$ cat src/rtl/fpmul_rr_arbiter.sv
// Round-robin sharing of one pipelined fpmul between N_REQ requesters, with tagged result steering.
// Define FPMUL_ARB_FLAGS_EN to return fpmul overflow/underflow flags with each response.
module fpmul_rr_arbiter #(
  parameter int unsigned N_REQ   = 4,
  parameter int unsigned MUL_LAT = 3
) (
  input  logic                clk,
  input  logic                rst_n,
  input  logic [N_REQ-1:0]    req_valid,
  input  logic [16*N_REQ-1:0] req_a,
  input  logic [16*N_REQ-1:0] req_b,
  output logic [N_REQ-1:0]    req_ready,
  output logic [15:0]         mul_a,
  output logic [15:0]         mul_b,
  input  logic [15:0]         mul_p,
  input  logic                mul_ovf,
  input  logic                mul_unf,
  output logic [N_REQ-1:0]    rsp_valid,
  output logic [15:0]         rsp_p,
  output logic                rsp_ovf,
  output logic                rsp_unf,
  output logic                busy
);

  localparam int unsigned PTR_W = $clog2(N_REQ);
  localparam int unsigned OP_W  = 16;

  logic [PTR_W-1:0] r_ptr;
  logic [PTR_W-1:0] w_lo_idx;
  logic [PTR_W-1:0] w_hi_idx;
  logic [PTR_W-1:0] w_gidx;
  logic [PTR_W-1:0] w_ptr_nxt;
  logic             w_lo_hit;
  logic             w_hi_hit;
  logic             w_hs;
  logic [N_REQ-1:0] w_grant;
  logic [OP_W-1:0]  w_op_a;
  logic [OP_W-1:0]  w_op_b;

  logic [OP_W-1:0]  r_mul_a;
  logic [OP_W-1:0]  r_mul_b;
  logic             r_iss_vld;
  logic [PTR_W-1:0] r_iss_idx;
  logic [MUL_LAT-1:0] r_tag_vld;
  logic [PTR_W-1:0] r_tag_idx [MUL_LAT];
  logic [N_REQ-1:0] r_rsp_valid;
  logic [OP_W-1:0]  r_rsp_p;
  logic             r_busy;

  // Lowest valid index at/after ptr wins; otherwise lowest valid overall (wrap-around).
  always_comb begin
    w_lo_hit = 1'b0;
    w_lo_idx = '0;
    w_hi_hit = 1'b0;
    w_hi_idx = '0;
    for (int i = int'(N_REQ) - 1; i >= 0; i--) begin
      if (req_valid[i]) begin
        w_lo_hit = 1'b1;
        w_lo_idx = PTR_W'(i);
        if (PTR_W'(i) >= r_ptr) begin
          w_hi_hit = 1'b1;
          w_hi_idx = PTR_W'(i);
        end
      end
    end
  end

  assign w_hs   = w_lo_hit;
  assign w_gidx = w_hi_hit ? w_hi_idx : w_lo_idx;

  always_comb begin
    w_grant = '0;
    w_op_a  = '0;
    w_op_b  = '0;
    for (int i = 0; i < int'(N_REQ); i++) begin
      if (w_hs && (w_gidx == PTR_W'(i))) begin
        w_grant[i] = 1'b1;
        w_op_a     = req_a[OP_W*i +: OP_W];
        w_op_b     = req_b[OP_W*i +: OP_W];
      end
    end
  end

  assign w_ptr_nxt = (w_gidx == PTR_W'(N_REQ - 1)) ? '0 : w_gidx + PTR_W'(1);

  // Issue stage, tag pipeline aligned with fpmul latency, and response steering.
  always_ff @(posedge clk or negedge rst_n) begin
    if (!rst_n) begin
      r_ptr       <= '0;
      r_mul_a     <= '0;
      r_mul_b     <= '0;
      r_iss_vld   <= 1'b0;
      r_iss_idx   <= '0;
      r_tag_vld   <= '0;
      for (int k = 0; k < int'(MUL_LAT); k++) r_tag_idx[k] <= '0;
      r_rsp_valid <= '0;
      r_rsp_p     <= '0;
      r_busy      <= 1'b0;
    end else begin
      if (w_hs) r_ptr <= w_ptr_nxt;
      r_mul_a      <= w_hs ? w_op_a : '0;
      r_mul_b      <= w_hs ? w_op_b : '0;
      r_iss_vld    <= w_hs;
      r_iss_idx    <= w_hs ? w_gidx : '0;
      r_tag_vld[0] <= r_iss_vld;
      r_tag_idx[0] <= r_iss_idx;
      for (int k = 1; k < int'(MUL_LAT); k++) begin
        r_tag_vld[k] <= r_tag_vld[k-1];
        r_tag_idx[k] <= r_tag_idx[k-1];
      end
      r_rsp_valid <= r_tag_vld[MUL_LAT-1] ? (N_REQ'(1) << r_tag_idx[MUL_LAT-1]) : '0;
      if (r_tag_vld[MUL_LAT-1]) r_rsp_p <= mul_p;
      r_busy <= w_hs | r_iss_vld | (|r_tag_vld);
    end
  end

`ifdef FPMUL_ARB_FLAGS_EN
  logic r_rsp_ovf;
  logic r_rsp_unf;

  always_ff @(posedge clk or negedge rst_n) begin
    if (!rst_n) begin
      r_rsp_ovf <= 1'b0;
      r_rsp_unf <= 1'b0;
    end else if (r_tag_vld[MUL_LAT-1]) begin
      r_rsp_ovf <= mul_ovf;
      r_rsp_unf <= mul_unf;
    end
  end

  assign rsp_ovf = r_rsp_ovf;
  assign rsp_unf = r_rsp_unf;
`else
  logic w_unused_flags;
  assign w_unused_flags = mul_ovf | mul_unf;
  assign rsp_ovf        = 1'b0;
  assign rsp_unf        = 1'b0;
`endif

  assign req_ready = w_grant;
  assign mul_a     = r_mul_a;
  assign mul_b     = r_mul_b;
  assign rsp_valid = r_rsp_valid;
  assign rsp_p     = r_rsp_p;
  assign busy      = r_busy;

endmodule

$ cat config.mk
export PLATFORM = sky130hd
export DESIGN_NAME = fpmul_rr_arbiter
export DESIGN_NICKNAME = d
export VERILOG_FILES = /design/src/rtl/fpmul_rr_arbiter.sv
export SDC_FILE = /design/constraint.sdc
export NUM_CORES = 1
export LEC_CHECK = 0
export CAP_MARGIN = 10
export CORE_UTILIZATION = 40
export DETAILED_ROUTE_END_ITERATION = 10
export MAX_ROUTING_LAYER = met4
export PLACE_DENSITY_LB_ADDON = 0.3
export SYNTH_ARGS = -nofsm -noshare
export SYNTH_HDL_FRONTEND = slang
export SYNTH_SLANG_ARGS = --single-unit
$ cat constraint.sdc
create_clock -name clk -period 4.9 [get_ports clk]
set_input_delay 0.98 -clock clk [delete_from_list [all_inputs] [get_ports clk]]
set_output_delay 0.98 -clock clk [all_outputs]
set_load 0.02 [all_outputs]
# == Word level (Yosys, flattened, before mapping) ==
# Index checks and enable logic that the tools add are counted.
# totals
word_cells,71
out_inout_bits,59
regBits,67
inputBits,152
# op_classes
shift,1
n_reduce_logical,6
n_lt_le_gt_ge,4
mux,42
n_eq_ne,3
n_addsub,1
bitwise,2
# ops
operator,count
16-bit two-way mux,10
2-bit two-way mux,15
1-bit two-way mux,16
"2-bit equality test, second input constant",2
"1-bit by 2-bit greater-or-equal comparator with 1-bit output, first input constant",2
"2-bit greater-or-equal comparator, first input constant",2
1-bit logical AND,4
4-bit two-way mux,1
"1-bit by 2-bit left shift with 4-bit output, first input constant",1
3-bit OR reduction,1
"2-bit by 1-bit adder with 2-bit output, second input constant",1
"2-bit by 1-bit equality test with 1-bit output, second input constant",1
2-bit zero test,1
1-bit bitwise OR,2

# == Longest topological paths before layout ==
# depth
depth_word,17
depth_mapped,9
depth_no_buf,7

# == Least setup slack after synthesis ==
# Ideal clock, no wire load.
# synth_timing
path_kind,input -> output
start,in req_valid[1]
end,out req_ready[3]
path_buffers,2
setup_slack_ns,1.460
arrival_ns,2.460
required_ns,3.920
path_stages,6
cell_sequence,a21bo_2 -> a221oi_2 -> ha_1 -> buf_2 -> clkbuf_1 -> and2_1
# synth_via
elab_chain_cells,7
elab_cells_between_ends,14
cone_classes,eq/ne: 1; mux: 12; reduce/logical: 1
# synth_lines
element,line,source
from (decl),9,"input logic [N_REQ-1:0] req_valid,"
2-bit two-way mux / 1-bit two-way mux (equally long branches),57,if (req_valid[i]) begin
2-bit two-way mux / 1-bit two-way mux (equally long branches),60,if (PTR_W'(i) >= r_ptr) begin
2-bit two-way mux / 1-bit two-way mux (equally long branches),57,
2-bit two-way mux,69,assign w_gidx = w_hi_hit ? w_hi_idx : w_lo_idx;
2-bit equality test,76,if (w_hs && (w_gidx == PTR_W'(i))) begin
1-bit logical AND (*),76,
1-bit two-way mux (*),76,
to (decl),12,"output logic [N_REQ-1:0] req_ready,"
# Mark *: on every way between the ends. The rest lies on a longest branch, timed or not.

# == Worst setup path in the final report ==
# layout_timing
start,in req_valid[0]
end,out req_ready[2]
# layout_via
elab_chain_cells,5
elab_cells_between_ends,8
cone_classes,eq/ne: 1; mux: 6; reduce/logical: 1
# layout_lines
element,line
2-bit two-way mux / 1-bit two-way mux (equally long branches),57
2-bit two-way mux,69
2-bit equality test,76
1-bit logical AND (*),76
1-bit two-way mux (*),76
# Marks and branches as above.

==> parameters.txt <==
Parameter                              Value

Outcome
  Result of the run    finished clean

STA
  Min cycle time layout    4298 ps
  Count of endpoints failing setup in the final report    0
  Highest clock rate    232.6 MHz
  Hold Violations, Final    0
  Pin slew with the least headroom to its limit    822.7 ps
  Slew Limit Fails    0
  Slew HR    45.15%
  Final clock skew    5.832 ps
  Portion of the clock cycle consumed by the worst path in the final layout    87.72%
  Unrepaired setup endpoints after global routing    no
  Setup TNS    0 ps

Floorplanning
  Site row count    33
  Standard cell core area    8217 µm²
  DIE WIDTH    94.24 µm
  Floorplan die height    94.24 µm
  Die Outline Area    8881 µm²
  Boundary pin count    211
  Starting utilization of the core area    41.42%

Detailed routing
  Antenna-violating nets left    0
  Routed wire length    10510 µm
  Via total after detailed routing    3374
  Post-DR wirelength/cell    16.30 µm
  Number of search-and-repair iterations in the first detailed-routing pass    4
  DRC viols    0
  Number of vias per cell    5.231
  Starting DRT DRC Count    111

Clock tree
  Hold buffers post-CTS    0
  Total of cells resized after clock tree synthesis    0
  Clock buffer count from CTS    9
  Clock Tree Buf Depth    2
  Clock Sinks    67
  Clock slew at reported path FFs    80 ps
  Clock network latency to the later pin of the worst-skew pair    340 ps
  H-tree Lvls    3
  Post-CTS Setup Bufs    0
  TritonCTS clock tree    yes
  Buffer type at the clock tree root    sky130_fd_sc_hd__clkbuf_8

Synth
  Share of synthesized area occupied by flip-flops and latches    49.26%
  Post-Syn Instances    343
  Post-synth top area share    49.26%
  Total of flip-flops plus latches after synthesis    67
  Largest area contributor in the netlist    sky130_fd_sc_hd__dfrtp_1
  Cell variety after synth    29
  Synthesis Warnings    0
  Syn_area_per_cell    9.922 µm²
  Leading cell types by total area after synthesis    sky130_fd_sc_hd__dfrtp_1 (49%), sky130_fd_sc_hd__a21oi_1 (9.7%), sky130_fd_sc_hd__a221o_1 (9.4%)
  Cell area after synthesis    3403 µm²

Place
  GP Congestion    0.8444
  Port Buffer Count    206
  Detail Placement HPWL    7513 µm
  Dpl cell area    5484 µm²

Power and ir drop
  Worst IR drop on VDD    0.0001982 V
  Lkg Pwr    2.333 nW
  Power density over the cells    444.2 nW/µm²

Setup path
  Arr. time, crit path    3320 ps
  Category of the worst setup path launch point    input pin
  Required time of the critical path    3920 ps
  Startpoint-to-endpoint class of the critical path    input pin to output port
  Highest fanout seen on the critical path    5
  CP endpoint kind    output port
  Startpoint of the most critical register-to-register path    r_ptr[1]
  Crit path from    req_valid[0]

Job
  Max-Cap Viols    0

Min path
  Beginning of the worst hold path    r_tag_idx[3]
  Class of the most critical hold timing path    flip-flop to flip-flop

Global routing
  Pin count of the biggest net entering global routing    67
  First-pass GRT wire length    16080 µm
  Number of global-route vias before repair    3288
  Global-route congestion overflow total    0
  Total global-route track usage    24.71%
  Number of antenna violations at the first check in global routing    0

Layout
  Most common cell after layout, fill and taps aside    sky130_fd_sc_hd__clkdlybuf4s50_1
  Area Overhead vs Synth    66.36%
  Fraction of layout instances using a drive strength above 1    8.519%
  Cell area after layout    5662 µm²
  Antenna cells    0
  Most frequent cells in the layout    sky130_fd_sc_hd__clkdlybuf4s50_1 (205), sky130_fd_sc_hd__dfrtp_1 (67), sky130_fd_sc_hd__a21oi_1 (66)
  Post-layout nets    691
==> per-layer routing <==
layer | global-route usage (%) | part of all wire, % | routed length [µm] | up-vias
li1 | - | - | - | 1591
met1 | 26.73 | 39 | 4140 | 1623
met2 | 42.51 | 51 | 5394 | 142
met3 | 6.311 | 6.8 | 716 | 18
met4 | 11.03 | 2.5 | 262 | 0
met5 | - | 0 | 0 | -
==> metrics by stage <==
stage          util (%)  hold slack, ps  setup slack (ps)  instances  total power, W
2_1_floorplan         -           331.2              1460        344        0.001570
3_3_place_gp      66.74           332.9             681.3        629        0.002094
3_5_place_dp      66.74           335.5             611.1        629        0.002128
4_1_cts           68.91           348.5             608.8        645        0.002542
5_1_grt           68.91           352.9             423.1        645        0.002672
6_report          68.91           346.5             601.5        645        0.002515
==> sequential cells by signal (all words and copies together) (netlist names) <==
name	cells
busy	1
mul_a	16
mul_b	16
r_iss_idx	2
r_iss_vld	1
r_ptr	2
r_tag_idx	6
r_tag_vld	3
rsp_p	16
rsp_valid	4
==> critical path, cell delays in order <==
cell	delay (ps)
sky130_fd_sc_hd__clkdlybuf4s50_1	560
sky130_fd_sc_hd__nor3b_1	590
sky130_fd_sc_hd__a221oi_2	150
sky130_fd_sc_hd__inv_1	130
sky130_fd_sc_hd__ha_2	180
sky130_fd_sc_hd__and2_1	110
sky130_fd_sc_hd__clkdlybuf4s50_1	610
==> synthesized netlist by cell type <==
cell / instances
sky130_fd_sc_hd__a211o_1: 1
sky130_fd_sc_hd__a211oi_1: 2
sky130_fd_sc_hd__a21bo_2: 1
sky130_fd_sc_hd__a21oi_1: 66
sky130_fd_sc_hd__a221o_1: 32
sky130_fd_sc_hd__a221oi_1: 1
sky130_fd_sc_hd__a221oi_2: 1
sky130_fd_sc_hd__and2_1: 4
sky130_fd_sc_hd__and3_1: 1
sky130_fd_sc_hd__and3b_1: 1
sky130_fd_sc_hd__buf_2: 14
sky130_fd_sc_hd__buf_4: 5
sky130_fd_sc_hd__buf_6: 1
sky130_fd_sc_hd__clkbuf_1: 12
sky130_fd_sc_hd__conb_1: 1
sky130_fd_sc_hd__dfrtp_1: 67
sky130_fd_sc_hd__ha_1: 4
sky130_fd_sc_hd__inv_1: 35
sky130_fd_sc_hd__inv_2: 1
sky130_fd_sc_hd__mux2_2: 16
sky130_fd_sc_hd__mux2i_1: 1
sky130_fd_sc_hd__nand2_1: 37
sky130_fd_sc_hd__nand3_1: 1
sky130_fd_sc_hd__nand3b_1: 32
sky130_fd_sc_hd__nor2_1: 1
sky130_fd_sc_hd__nor3b_1: 2
sky130_fd_sc_hd__nor4_1: 1
sky130_fd_sc_hd__nor4_4: 1
sky130_fd_sc_hd__o21ai_0: 1
==> logic make-up after synthesis <==
group | synth area share, %
mux | 5.588
simple gates | 13.82
flops | 49.26
other cells | 0.1102
buf+inv | 8.787
fa+ha+maj | 1.471
compound gates | 20.96
==> worst paths after layout <==
path                                 to  slack (ps)  depth (start not counted)
min reg2reg                r_tag_idx[1]         350                          0
min                        r_tag_idx[1]         350                          0
max                        req_ready[2]         600                          7
max reg2reg                    mul_b[7]        2210                          8
min in group asynchronous      mul_b[1]         410                          1
max in group asynchronous      rsp_p[8]        3530                          2
==> power by group <==
| group | internal [W] | switching [W] | leakage [nW] |
|---|---|---|---|
| combinational | 0.000653 | 0.000670 | 1.45 |
| sequential | 0.000725 | 0.0000623 | 0.802 |
| clock | 0.000185 | 0.000220 | 0.0818 |
| total | 0.00156 | 0.000952 | 2.33 |
==> cell type report <==
| cell class | count | area (µm²) |
|---|---|---|
| well taps | 105 | 131.4 |
| inverters | 36 | 135.1 |
| fillers | 640 | 2555 |
| clock inverters | 7 | 53.80 |
| flip-flops and latches | 67 | 1677 |
| clock buffers | 9 | 123.9 |
| repair buffers | 212 | 2102 |
| multi-input cells | 209 | 1439 |
Note: power is estimated with default switching activity, not from simulation.
